$ cat src/rtl/addsub_pkg.sv
// Shared types for the digit-serial add/sub/compare unit.
// Latency: n/a (types only).
// Backpressure: n/a (types only).
// Contents: op_t operation encoding (matches the 2-bit op port) and the
//           state_t FSM states used by serial_addsub_unit.
package addsub_pkg;

  typedef enum logic [1:0] {
    OP_ADD  = 2'b00,
    OP_SUB  = 2'b01,
    OP_SLT  = 2'b10,
    OP_SLTU = 2'b11
  } op_t;

  typedef enum logic [1:0] {
    S_IDLE = 2'b00,
    S_RUN  = 2'b01,
    S_DONE = 2'b10
  } state_t;

  // Every operation except ADD runs as a + ~b + 1.
  function automatic logic is_subtract(op_t op);
    return op != OP_ADD;
  endfunction

endpackage

$ cat src/rtl/addsub_digit.sv
// Purpose: one DIGIT-bit slice of a ripple adder, reused every serial cycle.
// Latency: combinational.
// Backpressure: none (pure function of its inputs).
// Ports: x, y  - addend digits
//        ci    - carry into bit 0
//        s     - sum digit
//        co    - carry out of the top bit
//        c_msb - carry into the top bit (feeds signed-overflow detection)
module addsub_digit #(
  parameter int DIGIT = 4
) (
  input  logic [DIGIT-1:0] x,
  input  logic [DIGIT-1:0] y,
  input  logic             ci,
  output logic [DIGIT-1:0] s,
  output logic             co,
  output logic             c_msb
);

  logic [DIGIT:0] full;

  assign full  = {1'b0, x} + {1'b0, y} + {{DIGIT{1'b0}}, ci};
  assign s     = full[DIGIT-1:0];
  assign co    = full[DIGIT];

  generate
    if (DIGIT == 1) begin : g_single
      assign c_msb = ci;
    end else begin : g_multi
      // Sum of the bits below the top one; its top bit is the carry into the MSB.
      logic [DIGIT-1:0] low;
      assign low   = {1'b0, x[DIGIT-2:0]} + {1'b0, y[DIGIT-2:0]} + {{(DIGIT-1){1'b0}}, ci};
      assign c_msb = low[DIGIT-1];
    end
  endgenerate

endmodule

$ cat src/rtl/serial_addsub_unit.sv
// Purpose: digit-serial ADD/SUB/SLT/SLTU with carry/overflow/less/zero flags.
// Latency: out_valid rises N = WIDTH/DIGIT cycles after the accept edge.
// Backpressure: result held in DONE until out_ready; in_valid ignored while busy.
// Ports: clk, rst_n (async active-low)
//        in_valid/in_ready + a, b, op, cin   - operation request
//        out_valid/out_ready + result, carry, overflow, less, zero - response
module serial_addsub_unit
  import addsub_pkg::*;
#(
  parameter int WIDTH = 32,
  parameter int DIGIT = 4
) (
  input  logic             clk,
  input  logic             rst_n,
  input  logic             in_valid,
  output logic             in_ready,
  input  logic [WIDTH-1:0] a,
  input  logic [WIDTH-1:0] b,
  input  logic [1:0]       op,
  input  logic             cin,
  output logic             out_valid,
  input  logic             out_ready,
  output logic [WIDTH-1:0] result,
  output logic             carry,
  output logic             overflow,
  output logic             less,
  output logic             zero
);

  localparam int N  = WIDTH / DIGIT;
  localparam int KW = $clog2(N);
  localparam logic [KW-1:0] K_LAST = KW'(N - 1);

  state_t                 state_q, state_d;
  logic [KW-1:0]          k_q, k_d;
  logic [WIDTH-1:0]       a_q, a_d;
  logic [WIDTH-1:0]       b_q, b_d;
  op_t                    op_q, op_d;
  logic                   cy_q, cy_d;
  // Upper WIDTH-DIGIT bits of the sum; the digit in flight completes the word.
  logic [WIDTH-DIGIT-1:0] sum_q, sum_d;
  logic [WIDTH-1:0]       result_q, result_d;
  logic                   carry_q, carry_d;
  logic                   overflow_q, overflow_d;
  logic                   less_q, less_d;
  logic                   zero_q, zero_d;

  logic [DIGIT-1:0]       dig_s;
  logic                   dig_co;
  logic                   dig_cmsb;
  logic [WIDTH-1:0]       sum_full;
  logic                   accept;
  logic                   ovf_fin;
  logic                   less_fin;
  logic [WIDTH-1:0]       res_fin;
  op_t                    op_in;

  // Operands shift right one digit per cycle, so the active digit is always at the bottom.
  addsub_digit #(.DIGIT(DIGIT)) u_digit (
    .x     (a_q[DIGIT-1:0]),
    .y     (b_q[DIGIT-1:0]),
    .ci    (cy_q),
    .s     (dig_s),
    .co    (dig_co),
    .c_msb (dig_cmsb)
  );

  assign sum_full = {dig_s, sum_q};
  assign op_in    = op_t'(op);

  // Flag evaluation for the final digit; only meaningful when k_q == K_LAST.
  always_comb begin
    ovf_fin  = dig_co ^ dig_cmsb;
    less_fin = 1'b0;
    case (op_q)
      OP_SUB, OP_SLT: less_fin = ovf_fin ^ sum_full[WIDTH-1];
      OP_SLTU:        less_fin = ~dig_co;
      default:        less_fin = 1'b0;
    endcase
    res_fin = sum_full;
    if (op_q == OP_SLT || op_q == OP_SLTU) begin
      res_fin = {{(WIDTH-1){1'b0}}, less_fin};
    end
  end

  always_ff @(posedge clk or negedge rst_n) begin
    if (!rst_n) begin
      state_q <= S_IDLE;
    end else begin
      state_q <= state_d;
    end
  end

  always_comb begin
    state_d    = state_q;
    k_d        = k_q;
    a_d        = a_q;
    b_d        = b_q;
    op_d       = op_q;
    cy_d       = cy_q;
    sum_d      = sum_q;
    result_d   = result_q;
    carry_d    = carry_q;
    overflow_d = overflow_q;
    less_d     = less_q;
    zero_d     = zero_q;

    in_ready = (state_q == S_IDLE) || (state_q == S_DONE && out_ready);
    accept   = in_valid && in_ready;

    case (state_q)
      S_RUN: begin
        a_d   = a_q >> DIGIT;
        b_d   = b_q >> DIGIT;
        cy_d  = dig_co;
        sum_d = sum_full[WIDTH-1:DIGIT];
        k_d   = k_q + KW'(1);
        if (k_q == K_LAST) begin
          result_d   = res_fin;
          carry_d    = dig_co;
          overflow_d = ovf_fin;
          less_d     = less_fin;
          zero_d     = (res_fin == '0);
          state_d    = S_DONE;
        end
      end
      S_DONE: begin
        if (out_ready) begin
          state_d = S_IDLE;
        end
      end
      default: begin
        state_d = S_IDLE;
      end
    endcase

    // Acceptance overrides the above, covering both IDLE and the DONE fast path.
    if (accept) begin
      a_d     = a;
      b_d     = is_subtract(op_in) ? ~b : b;
      op_d    = op_in;
      cy_d    = is_subtract(op_in) ? 1'b1 : cin;
      k_d     = '0;
      state_d = S_RUN;
    end
  end

  always_ff @(posedge clk or negedge rst_n) begin
    if (!rst_n) begin
      k_q        <= '0;
      a_q        <= '0;
      b_q        <= '0;
      op_q       <= OP_ADD;
      cy_q       <= 1'b0;
      sum_q      <= '0;
      result_q   <= '0;
      carry_q    <= 1'b0;
      overflow_q <= 1'b0;
      less_q     <= 1'b0;
      zero_q     <= 1'b0;
    end else begin
      k_q        <= k_d;
      a_q        <= a_d;
      b_q        <= b_d;
      op_q       <= op_d;
      cy_q       <= cy_d;
      sum_q      <= sum_d;
      result_q   <= result_d;
      carry_q    <= carry_d;
      overflow_q <= overflow_d;
      less_q     <= less_d;
      zero_q     <= zero_d;
    end
  end

  assign out_valid = (state_q == S_DONE);
  assign result    = result_q;
  assign carry     = carry_q;
  assign overflow  = overflow_q;
  assign less      = less_q;
  assign zero      = zero_q;

endmodule

$ cat config.mk
export PLATFORM = sky130hd
export DESIGN_NAME = serial_addsub_unit
export DESIGN_NICKNAME = d
export VERILOG_FILES = /design/src/rtl/addsub_pkg.sv /design/src/rtl/addsub_digit.sv /design/src/rtl/serial_addsub_unit.sv
export SDC_FILE = /design/constraint.sdc
export NUM_CORES = 1
export LEC_CHECK = 0
export ABC_AREA = 1
export CAP_MARGIN = 40
export CORE_AREA = 5 5 117 119
export DETAILED_ROUTE_END_ITERATION = 6
export DIE_AREA = 0 0 122 124
export PLACE_DENSITY = 0.75
export SETUP_SLACK_MARGIN = 0.3
export SLEW_MARGIN = 5
export SYNTH_ARGS = -nofsm -noshare
export SYNTH_HDL_FRONTEND = slang
export SYNTH_SLANG_ARGS = --single-unit
$ cat constraint.sdc
create_clock -name clk -period 5.73 [get_ports clk]
set_input_delay 0.573 -clock clk [delete_from_list [all_inputs] [get_ports clk]]
set_output_delay 0.573 -clock clk [all_outputs]
set_load 0.1 [all_outputs]
# Yosys cells after proc, flatten, opt, wreduce, memory -nomap -nowiden
# Cells that the tools add are included.
[op_classes] addsub=5 eq_ne=8 mux=16 n_bitwise=4 n_reduce_logical=11
[ops] cell="$mux 32" n=6
[ops] cell="$logic_not 32->1" n=1
[ops] cell="$not 32->32" n=1
[ops] cell="$eq 2x2->1 const B" n=3
[ops] cell="$mux 2" n=3
[ops] cell="$mux 3" n=2
[ops] cell="$add 4x4->5" n=1
[ops] cell="$add 5x1->5" n=1
[ops] cell="$add 3x3->4" n=1
[ops] cell="$add 4x1->4" n=1
[ops] cell="$eq 2x1->1 const B" n=2
[ops] cell="$pmux 2 s2" n=1
[ops] cell="$reduce_and 2->1" n=2
[ops] cell="$reduce_bool 2->1" n=2
[ops] cell="$add 3x1->3 const B" n=1
[ops] cell="$eq 3x3->1 const B" n=1
[ops] cell="$mux 1" n=3
[ops] cell="$ne 3x1->1 const B" n=1
[ops] cell="$ne 3x3->1 const B" n=1
[ops] cell="$logic_and 1x1->1" n=2
[ops] cell="$logic_not 2->1" n=1
[ops] cell="$logic_or 1x1->1" n=2
[ops] cell="$pmux 1 s2" n=1
[ops] cell="$reduce_or 2->1" n=1
[ops] cell="2 further kinds" n=3
[totals] ff_bits=136 inputBits=71

# Depth between registers and ports, before layout
[depth] ltp_word=7 ltp_mapped=14 mapped_depth_nobuf=12

# Modules after synthesis
# From an unflattened synthesis, not the netlist that was laid out.
[hier_totals] hier_cells=738 hier_area_um2=6610.1
[modules_own_cells] module="serial_addsub_unit" instances=1 cells_each=708 area_each_um2=6426.2 seq_area_each_um2=3403.3
[modules_own_cells] module="addsub_digit" instances=1 cells_each=30 area_each_um2=183.9 seq_area_each_um2=0.0

# Worst setup path before layout
# Ideal clock, no wire load.
[synth_timing] path_kind="input to register" startpoint="input out_ready" endpoint="register k_q[1]" setup_ps=121 t_arrival_ps=2193 required_time_ps=5609 slack_ps=3417 path_stages=8 path_buffers=1 path_cell_list="nor2_1 > nor2_2 > nand2_4 > nand2_4 > inv_2 > buf_2 > a22oi_1 > inv_1"
[synth_via] elab_chain_len=4
[synth_lines] element="start, declared" line_no="serial_addsub_unit.sv:22" rtl="input logic out_ready,"
[synth_lines] element="$logic_and 1x1->1 (*)" line_no="serial_addsub_unit.sv:108" rtl="in_ready = (state_q == S_IDLE) || (state_q == S_DONE && out_ready);"
[synth_lines] element="$logic_or 1x1->1 (*)" line_no="serial_addsub_unit.sv:108"
[synth_lines] element="via in_ready" line_no="serial_addsub_unit.sv:16" rtl="output logic in_ready,"
[synth_lines] element="$logic_and 1x1->1 (*)" line_no="serial_addsub_unit.sv:109" rtl="accept = in_valid && in_ready;"
[synth_lines] element="$mux 3 or $reduce_bool 2->1 (tied branches)"
[synth_lines] element="end signal, assigned" line_no="serial_addsub_unit.sv:162" rtl="k_q <= k_d;"
[synth_lines] element="end, declared" line_no="serial_addsub_unit.sv:35" rtl="logic [KW-1:0] k_q, k_d;"
# Mark *: on every way through the listed nets, which the timed path passes. The rest lies on a longest branch.
# A chain may end at the register's enable or synchronous reset.

# Final worst setup path
[layout_timing] startpoint="input out_ready" endpoint="output in_ready"
[layout_via] elab_chain_len=2
[layout_lines] element="$logic_and 1x1->1" line_no="serial_addsub_unit.sv:108"
[layout_lines] element="$logic_or 1x1->1" line_no="serial_addsub_unit.sv:108"
[layout_lines] element="end, declared" line_no="serial_addsub_unit.sv:16"
# Every way passes these cells.

==> impl_metrics.json <==
{
  "fin_crit_sh_pct": 48.50,
  "synthAdderAreaFrac_pct": 2.292,
  "antenna_cells": 0,
  "cp-start-kind": "primary input",
  "synth_xor_area_share_pct": 4.155,
  "ios": 109,
  "core_area_um2": 12470,
  "arrival_ns": 2.21,
  "p_sw_mw": 2.419,
  "worst-r2r-cell-count": 10,
  "muxShareOfSynthArea_pct": 0,
  "switching_share_pct": 44.15,
  "post_cts_resized": 0,
  "via_per_inst": 5.169,
  "drc": 0,
  "pwr-share-clk_pct": 20.9,
  "drt-initial-drc-count": 390,
  "numCtsBuffers": 17,
  "route.vias.total": 5091,
  "dieArea_um2": 15130,
  "skew_ns": 0.005411,
  "final_cell_mix": "nand2_1 (213), dfrtp_1 (136), clkdlybuf4s50_1 (107), o21ai_0 (58), inv_1 (48)",
  "ys_ff_latch": 136,
  "pwr_density_cell_nw_per_um2": 643.5,
  "area_growth_pct": 39.30,
  "syn_area_per_cell_um2": 9.152,
  "ys_seq_area_share_pct": 55.67,
  "tritoncts": "built",
  "path_class": "in2out",
  "drive_above_1_share_pct": 10.70,
  "critPathCaptureType": "output port",
  "synth_top_family_by_area": "simple AND/OR/NAND/NOR gates",
  "synth_compound_area_share_pct": 12.65,
  "wl_per_cell_um": 15.16,
  "p_int_mw": 3.060,
  "seq_power_share_pct": 29.9,
  "holdBufCountCts": 0,
  "p_leak_nw": 3.953,
  "setup_viol": 0,
  "synthCells": 668,
  "critPathMaxFanout": 3,
  "firstDrtPassIters": 5,
  "syn_area_um2": 6113,
  "place_inst": 953,
  "status": "finished clean",
  "timing.rr.end": "result[0]",
  "reg2reg_from": "op_q[1]",
  "routed_wl_um": 14930,
  "grt_pass1_vias": 5335,
  "synthesis.nets": 749,
  "yosys.area_share.simple_pct": 18.81,
  "comb_power_share_pct": 49.2,
  "synth_edf_count": 0,
  "ant_nets": 0,
  "antenna_found_initial": 0,
  "post_cts_buffers": 0,
  "async_reset_ff_share_pct": 100.0,
  "ys_types": 31,
  "grt_setup_unrepaired": "false",
  "clk_path_buf_depth": 2,
  "drv_slew": 0,
  "whs_ns": 0.06928,
  "fmax_ghz": 0.3598,
  "root_buffer": "clkbuf_16",
  "cts.sinks": 136,
  "synth_ff_type": "dfrtp_1",
  "peakVddDrop_mv": 0.2789,
  "drv_cap": 0,
  "start_util_pct": 49.04,
  "final-instance-count-excl-fill": 985,
  "r2r_slack_ns": 3.28,
  "cp.required_ns": 5.16,
  "clock_latency_ns": 0.41,
  "die_x_um": 122,
  "placed_cell_area_um2": 7895,
  "grt.total_usage_pct": 21.45,
  "nets": 881,
  "fin_tns_setup_ns": 0,
  "clk_pin_slew_ns": 0.06,
  "min_path_type": "in2async",
  "min_period_ns": 2.779,
  "stdcell_area_um2": 8516,
  "tightest_slew_ns": 0.8818,
  "dieHeight_um": 124,
  "dp_hpwl_um": 10210,
  "relSlewSlack_pct": 41.15,
  "hold_violations": 0,
  "layout_commonest_cell": "nand2_1",
  "cts_max_level": 4,
  "grt_pass1_wl_um": 25690,
  "grt_max_degree": 55,
  "yosysWarnings": 0,
  "grt_overflow": 0,
  "gp_congestion": 0.8069,
  "rows": 41,
  "io_buffers": 108
}
==> worst max path at each step <==
| stage | startpoint | end | slack (ns) | cells past startpoint |
|---|---|---|---|---|
| after CTS | out_ready | in_ready | 2.96 | 5 |
| after global routing | out_ready | in_ready | 2.90 | 5 |
| after floorplan | out_ready | k_q[1] | 3.42 | 8 |
| after detailed placement | out_ready | b_q[14] | 2.91 | 8 |
| after global placement | out_ready | in_ready | 2.58 | 4 |
| final | out_ready | in_ready | 2.95 | 5 |
==> state kept, by name, indices dropped and copies added (netlist names) <==
name,cells
a_q,32
b_q,32
result,32
sum_q,28
k_q,3
op_q,2
state_q,2
carry,1
cy_q,1
less,1
overflow,1
zero,1
==> through the flow <==
| stage | power (mW) | worst slack, ns | utilization [%] |
|---|---|---|---|
| 6_report | 5.480 | 2.951 | 68.31 |
| 3_3_place_gp | 3.886 | 2.577 | 57.99 |
| 5_1_grt | 5.829 | 2.902 | 68.31 |
| 2_1_floorplan | 3.380 | 3.417 | - |
| 3_5_place_dp | 4.339 | 2.906 | 63.33 |
| 4_1_cts | 5.518 | 2.961 | 68.31 |
==> power groups by stage <==
| stage | logic [mW] | clock network [mW] | registers [mW] |
|---|---|---|---|
| 2_1_floorplan | 1.12 | 0 | 2.26 |
| 3_3_place_gp | 2.26 | 0 | 1.63 |
| 3_5_place_dp | 2.70 | 0 | 1.64 |
| 4_1_cts | 2.72 | 1.16 | 1.64 |
| 5_1_grt | 2.94 | 1.21 | 1.68 |
| 6_report | 2.70 | 1.15 | 1.64 |
==> cell usage after synthesis (all sizes together), types with 2 or more instances <==
| cell type | instances | area share, % |
|---|---|---|
| a22o | 3 | 0.43 |
| ha | 8 | 1.6 |
| o21ai | 59 | 4.8 |
| a22oi | 14 | 1.7 |
| nand2 | 216 | 14 |
| nand3 | 44 | 3.6 |
| nor2 | 22 | 1.6 |
| xnor2 | 9 | 1.3 |
| clkbuf | 15 | 0.92 |
| o211ai | 10 | 1.2 |
| o31ai | 9 | 1.1 |
| o221ai | 16 | 2.3 |
| xor2 | 20 | 2.9 |
| buf | 23 | 2.3 |
| inv | 53 | 3.3 |
| o32ai | 4 | 0.57 |
| fa | 2 | 0.65 |
| dfrtp | 136 | 56 |
==> layer usage <==
| layer | GRT usage (%) | wire length (µm) |
|---|---|---|
| met1 | 27.18 | 6326 |
| met2 | 35.91 | 7545 |
| met3 | 5.223 | 794 |
| met4 | 8.053 | 261 |
| met5 | 0 | 0 |
==> layout make-up <==
type / count / area (µm²)
timing repair buffer: 151 / 1755
sequential: 136 / 3403
inverter: 53 / 198.9
fill: 965 / 3950
clock inverter: 13 / 177.7
multi-input combinational: 441 / 2322
clock buffer: 19 / 442.9
tap: 172 / 215.2
==> cell families after synthesis <==
group,count (synthesis)
xor gates and xnor gates,29
and+or+nand+nor,283
AOI/OAI and AO/OA,119
DFF,136
adders and majority gates,10
buffers and inverters,91
==> worst max-delay path, cell delays in order <==
cell	delay (ns)
clkdlybuf4s50_1	0.48
nor2_1	0.06
nor2_2	0.28
clkdlybuf4s50_1	0.60
buf_8	0.20
Note: power is estimated with default switching activity, not from simulation.
